**src/rtl/add_sub_pipe.sv**
```systemverilog
// Pipelined add/sub with carry-chain slices, valid/ready, tag, flags.
// ADD_SUB_PIPE_SAT_EN adds in_sat: per-op signed saturation on overflow.
//
// Ports:
//   clk, rst_n           clock, async active-low reset
//   in_valid/in_ready    input handshake
//   in_a, in_b           operands
//   in_sub               1 = A-B, 0 = A+B
//   in_tag               sideband tag, returned with the result
//   in_sat               clamp on overflow (only with ADD_SUB_PIPE_SAT_EN)
//   out_valid/out_ready  output handshake
//   out_result           sum/difference (or clamped value)
//   out_tag              tag of this result
//   out_carry            MSB carry out (sub: 1 = no borrow)
//   out_ovf              signed overflow
//   out_zero, out_neg    result == 0, result sign
module add_sub_pipe #(
  parameter int WIDTH  = 32,
  parameter int STAGES = 2,
  parameter int TAG_W  = 4
) (
  input  logic             clk,
  input  logic             rst_n,
  input  logic             in_valid,
  output logic             in_ready,
  input  logic [WIDTH-1:0] in_a,
  input  logic [WIDTH-1:0] in_b,
  input  logic             in_sub,
  input  logic [TAG_W-1:0] in_tag,
`ifdef ADD_SUB_PIPE_SAT_EN
  input  logic             in_sat,
`endif
  output logic             out_valid,
  input  logic             out_ready,
  output logic [WIDTH-1:0] out_result,
  output logic [TAG_W-1:0] out_tag,
  output logic             out_carry,
  output logic             out_ovf,
  output logic             out_zero,
  output logic             out_neg
);

  localparam int C = WIDTH / STAGES;
  localparam int L = STAGES - 1;

  // rdy[k]: stage k can take a new entry this cycle
  logic [STAGES:0] rdy;

  // Stage inputs (from the port or previous stage register)
  logic             src_v   [STAGES];
  logic [WIDTH-1:0] src_a   [STAGES];
  logic [WIDTH-1:0] src_b   [STAGES];
  logic [WIDTH-1:0] src_r   [STAGES];
  logic             src_c   [STAGES];
  logic [TAG_W-1:0] src_tag [STAGES];

  // Combinational slice results
  logic [WIDTH-1:0] nxt_r [STAGES];
  logic             nxt_c [STAGES];

  // Stage register contents
  logic             q_v   [STAGES];
  logic [WIDTH-1:0] q_a   [STAGES];
  logic [WIDTH-1:0] q_b   [STAGES];
  logic [WIDTH-1:0] q_r   [STAGES];
  logic             q_c   [STAGES];
  logic [TAG_W-1:0] q_tag [STAGES];

`ifdef ADD_SUB_PIPE_SAT_EN
  logic src_s [STAGES];
  logic q_s   [STAGES];
`endif

  logic [WIDTH-1:0] fin_r;
  logic             fin_ovf;
  logic             ovf_q;
  logic             zero_q;
  logic             neg_q;

  assign rdy[STAGES] = out_ready;
  assign in_ready    = rdy[0];

  for (genvar k = 0; k < STAGES; k++) begin : g_st
    if (k == 0) begin : g_src
      assign src_v[k]   = in_valid;
      assign src_a[k]   = in_a;
      assign src_b[k]   = in_sub ? ~in_b : in_b;
      assign src_r[k]   = '0;
      assign src_c[k]   = in_sub;
      assign src_tag[k] = in_tag;
`ifdef ADD_SUB_PIPE_SAT_EN
      assign src_s[k]   = in_sat;
`endif
    end else begin : g_src
      assign src_v[k]   = q_v[k-1];
      assign src_a[k]   = q_a[k-1];
      assign src_b[k]   = q_b[k-1];
      assign src_r[k]   = q_r[k-1];
      assign src_c[k]   = q_c[k-1];
      assign src_tag[k] = q_tag[k-1];
`ifdef ADD_SUB_PIPE_SAT_EN
      assign src_s[k]   = q_s[k-1];
`endif
    end

    logic [C:0]       sum;
    logic [WIDTH-1:0] r_n;
    logic [WIDTH-1:0] ld_r;

    assign sum = {1'b0, src_a[k][k*C +: C]}
               + {1'b0, src_b[k][k*C +: C]}
               + {{C{1'b0}}, src_c[k]};

    always_comb begin
      r_n = src_r[k];
      r_n[k*C +: C] = sum[C-1:0];
    end

    assign nxt_r[k] = r_n;
    assign nxt_c[k] = sum[C];

    // Last stage stores the (possibly clamped) final value
    if (k == L) begin : g_ld
      assign ld_r = fin_r;
    end else begin : g_ld
      assign ld_r = r_n;
    end

    logic             v_q;
    logic [WIDTH-1:0] a_q;
    logic [WIDTH-1:0] b_q;
    logic [WIDTH-1:0] r_q;
    logic             c_q;
    logic [TAG_W-1:0] t_q;

    assign rdy[k] = !v_q || rdy[k+1];

    always_ff @(posedge clk or negedge rst_n) begin
      if (!rst_n) begin
        v_q <= 1'b0;
        a_q <= '0;
        b_q <= '0;
        r_q <= '0;
        c_q <= 1'b0;
        t_q <= '0;
      end else if (rdy[k]) begin
        v_q <= src_v[k];
        if (src_v[k]) begin
          a_q <= src_a[k];
          b_q <= src_b[k];
          r_q <= ld_r;
          c_q <= sum[C];
          t_q <= src_tag[k];
        end
      end
    end

    assign q_v[k]   = v_q;
    assign q_a[k]   = a_q;
    assign q_b[k]   = b_q;
    assign q_r[k]   = r_q;
    assign q_c[k]   = c_q;
    assign q_tag[k] = t_q;

`ifdef ADD_SUB_PIPE_SAT_EN
    logic s_q;

    always_ff @(posedge clk or negedge rst_n) begin
      if (!rst_n) begin
        s_q <= 1'b0;
      end else if (rdy[k] && src_v[k]) begin
        s_q <= src_s[k];
      end
    end

    assign q_s[k] = s_q;
`endif
  end

  // Overflow: operand signs agree but result sign differs
  assign fin_ovf = (src_a[L][WIDTH-1] == src_b[L][WIDTH-1])
                && (nxt_r[L][WIDTH-1] != src_a[L][WIDTH-1]);

  always_comb begin
    fin_r = nxt_r[L];
`ifdef ADD_SUB_PIPE_SAT_EN
    // Negative A can only overflow downward
    if (src_s[L] && fin_ovf) begin
      fin_r = src_a[L][WIDTH-1]
            ? {1'b1, {(WIDTH-1){1'b0}}}
            : {1'b0, {(WIDTH-1){1'b1}}};
    end
`endif
  end

  always_ff @(posedge clk or negedge rst_n) begin
    if (!rst_n) begin
      ovf_q  <= 1'b0;
      zero_q <= 1'b0;
      neg_q  <= 1'b0;
    end else if (rdy[L] && src_v[L]) begin
      ovf_q  <= fin_ovf;
      zero_q <= (fin_r == '0);
      neg_q  <= fin_r[WIDTH-1];
    end
  end

  assign out_valid  = q_v[L];
  assign out_result = q_r[L];
  assign out_tag    = q_tag[L];
  assign out_carry  = q_c[L];
  assign out_ovf    = ovf_q;
  assign out_zero   = zero_q;
  assign out_neg    = neg_q;

endmodule

```
**config.mk**
```make
export PLATFORM = sky130hd
export DESIGN_NAME = add_sub_pipe
export DESIGN_NICKNAME = d
export VERILOG_FILES = /design/src/rtl/add_sub_pipe.sv
export SDC_FILE = /design/constraint.sdc
export NUM_CORES = 1
export LEC_CHECK = 0
export CAP_MARGIN = 20
export CORE_UTILIZATION = 50
export DETAILED_ROUTE_END_ITERATION = 7
export DONT_BUFFER_PORTS = 1
export PLACE_DENSITY = 0.76
export SYNTH_ARGS = -nofsm -noshare
export SYNTH_HDL_FRONTEND = slang
export SYNTH_SLANG_ARGS = --single-unit
```
**constraint.sdc**
```tcl
create_clock -name clk -period 9.19 [get_ports clk]
set_input_delay 0.919 -clock clk [delete_from_list [all_inputs] [get_ports clk]]
set_output_delay 0.919 -clock clk [all_outputs]
set_load 0.02 [all_outputs]
```
==> results.yml <==
run_status:
  status: "completed"
final_layout:
  syn_to_final_growth_pct: 6.311
  utilization: 0.5455
  layout_common_cells: "dfrtp_1, mux2_2, nand2_1"
  fin_cells: 625
  final_common_cell: "dfrtp_1"
  fin_nets: 590
  drive_gt1_frac: 0.1452
  antenna_cells: 0
  fill_cells: 913
placement:
  place.gp.congestion: 0.8658
  pre_cts_ws_ps: 5731
  io_buffers: 0
  placedCellCount: 609
  place_hpwl_um: 8346
floorplan:
  start_util: 0.5131
  rows: 37
  pin_count: 115
  core-area_um2: 10280
  die_area_um2: 10960
  die_y_um: 104.7
  chipWidth_um: 104.7
cts:
  cts_post_setup_buffers_inserted: 0
  cts_inserted_buffers: 9
  holdBufCountCts: 0
  cts_tree: "yes"
  ctsResizeCount: 0
  cts.sinks: 94
  cts-root-buf: "clkbuf_8"
  clk_path_buf_depth: 2
  path_clk_slew_ps: 90
  htree_levels: 3
  clkLatencyLatePin_ps: 380
yosys:
  synth_seq_cells: 94
  synth.yosys.warnings: 0
  yosysSeqAreaShare: 0.4460
  muxShareOfSynthArea: 0.1065
  synth_edf_count: 0
  synth_top_family_by_area: "compound AO/OA/AOI/OAI gates"
  synthCells: 496
  synth_nets: 602
  synthTopCellsByArea: "dfrtp_1, mux2_2, ha_1, xnor2_1, o21ai_0"
  yosys_most_used_dff: "dfrtp_1"
  synth.avg_cell_area_um2: 10.63
  netlist.area_leader.share: 0.4460
  synth_fa_ha_area_frac: 0.08256
  synth_top_cell_by_area: "dfrtp_1"
  synthSimpleGateAreaFrac: 0.1132
  ys_types: 49
  synth_xor_area_frac: 0.08802
  syn-cell-area_um2: 5274
  synth_compound_area_frac: 0.1423
  synth-async-reset-ratio: 1.000
timing:
  finalHoldViolations: 0
  worst-slew-pin-transition_ps: 1006
  max_slew_margin: 0.3272
  fin_tns_setup_ps: 0
  holdWs_ps: 223.6
  fin_ws_ps: 5986
  timing.final.crit_share: 0.3486
  finalCriticalPeriod_ps: 3204
  clock_skew_ps: 8.373
  drv_slew: 0
  fmax_mhz: 312.1
  setup_viol: 0
  rsz0062_at_grt: "false"
worst_setup_path:
  critPathMaxStageDelay_ps: 500
  cp_top_family: "compound AO/OA/AOI/OAI gates"
  crit_chain: "fa_1, fa_1, a21o_1, a221oi_2, o211ai_2, a41o_1, a211oi_1, nor2_1, mux2_2"
  critical_path_buf_inv_count: 0
  critPathKind: "register to register"
  slowest_stage: "a221oi_2"
  cp_data_arrival_time_ps: 3470
  critPathMaxFanout: 5
  critPathMostFrequentCell: "fa_1"
  cp-end-kind: "register"
  critPathLaunchType: "register"
  crit_required_ps: 9460
global_routing:
  grtUsageMet3: 0.05303
  grt_pass1_wl_um: 18510
  grt_start_max_net_pins: 95
  met1_usage: 0.2869
  gr-total-overflow: 0
  grt_use_total: 0.2165
  antenna_found_initial: 0
  grt.busiest_layer: "met2"
  grt_pass1_vias: 3645
  met2_usage: 0.3373
route:
  num_vias: 3722
  first_iter_violations: 169
  drc: 0
  final_antenna_net_count: 0
  wirelength_um: 11310
  dr.pass1.iters: 4
  viasPerCell: 5.955
  wl_per_cell_um: 18.10
power:
  ir_worst_vdd_mv: 0.09258
  power.density_nw_per_um2: 258.5
  p_leak_nw: 2.428
min_path:
  hp-class: "primary input to async pin"
job:
  max_cap_violations: 0
[sequential cells by signal, summed over array words and instances (netlist names)]
name and cells:
g_st.v_q 1, g_st.c_q 1, out_tag 4, out_carry 1, out_zero 1, g_st.t_q 4
g_st.a_q 16, out_result 32, out_valid 1, out_ovf 1, g_st.b_q 16, g_st.r_q 16
[per-layer routing]
metal | vias up | wire length (µm)
li1 | 1763 | -
met1 | 1809 | 5048
met2 | 123 | 5143
met3 | 27 | 870
met4 | 0 | 248
met5 | - | 0
[stage by stage]
step | power, W | instance area (µm²)
after floorplan | 0.001022 | 5274
after global placement | 0.001097 | 5363
after detailed placement | 0.001118 | 5363
after CTS | 0.001456 | 5607
after global routing | 0.001539 | 5607
final | 0.001449 | 5607
[worst paths after layout]
path	startpoint	endpoint	slack (ps)	cells past startpoint
setup / recovery	g_st[0].a_q[16]	out_result[30]	5990	9
hold / removal	rst_n	out_result[12]	220	0
setup reg to reg	g_st[0].a_q[16]	out_result[30]	5990	9
hold reg to reg	g_st[0].b_q[19]	g_st[0].b_q[19]	500	2
max in group asynchronous	rst_n	g_st[0].a_q[27]	8840	0
min in group clk	g_st[0].b_q[19]	g_st[0].b_q[19]	500	2
[where the power goes]
group	leakage [nW]	switching, W	internal, W
Clock	0.121	0.000151	0.000183
Sequential	1.13	0.000178	0.000529
Combinational	1.18	0.000216	0.000192
Total	2.43	0.000545	0.000904
[synthesized netlist by cell type, types with 2 or more instances]
master and n:
dfrtp_1 94, and3_1 3, a21oi_1 17, a211oi_1 3, or4_1 2, inv_1 5, nand4_1 6, buf_1 3
nor4_1 6, mux2_2 49, o31ai_1 4, nand4b_1 2, nor3b_1 5, o21bai_1 3, xor2_1 25, a21o_1 14
o21a_1 3, nand2_1 51, a31oi_1 3, a41oi_1 2, xnor2_1 28, clkbuf_1 20, a2111oi_0 2, nor2_1 14
a2111o_1 2, o211ai_1 5, nand3_1 11, nor3_1 6, o21ai_0 46, nand2b_1 8, o41ai_1 3, ha_1 30
o2111ai_1 2, nand3b_1 2, fa_1 3
[logic make-up (layout without fill, tap and decap cells)]
group                      count (synthesis)  after routing
and+or+nand+nor                          121            121
AOI/OAI and AO/OA                        116            116
DFF                                       94             94
xor gates and xnor gates                  53             53
muxes                                     50             50
adders and majority gates                 33             33
buffers and inverters                     29             22
[cell type report]
cell class | instances | area (µm²) | share of cell area
Multi-Input combinational cell | 373 | 2814 | 0.5019
Sequential cell | 94 | 2352 | 0.4195
Tap cell | 136 | 170.2 | 0.03035
Clock buffer | 10 | 127.6 | 0.02276
Clock inverter | 6 | 116.4 | 0.02075
Inverter | 5 | 18.77 | 0.003347
Timing Repair Buffer | 1 | 7.507 | 0.001339
No activity file was read; power rests on OpenSTA's default activity.
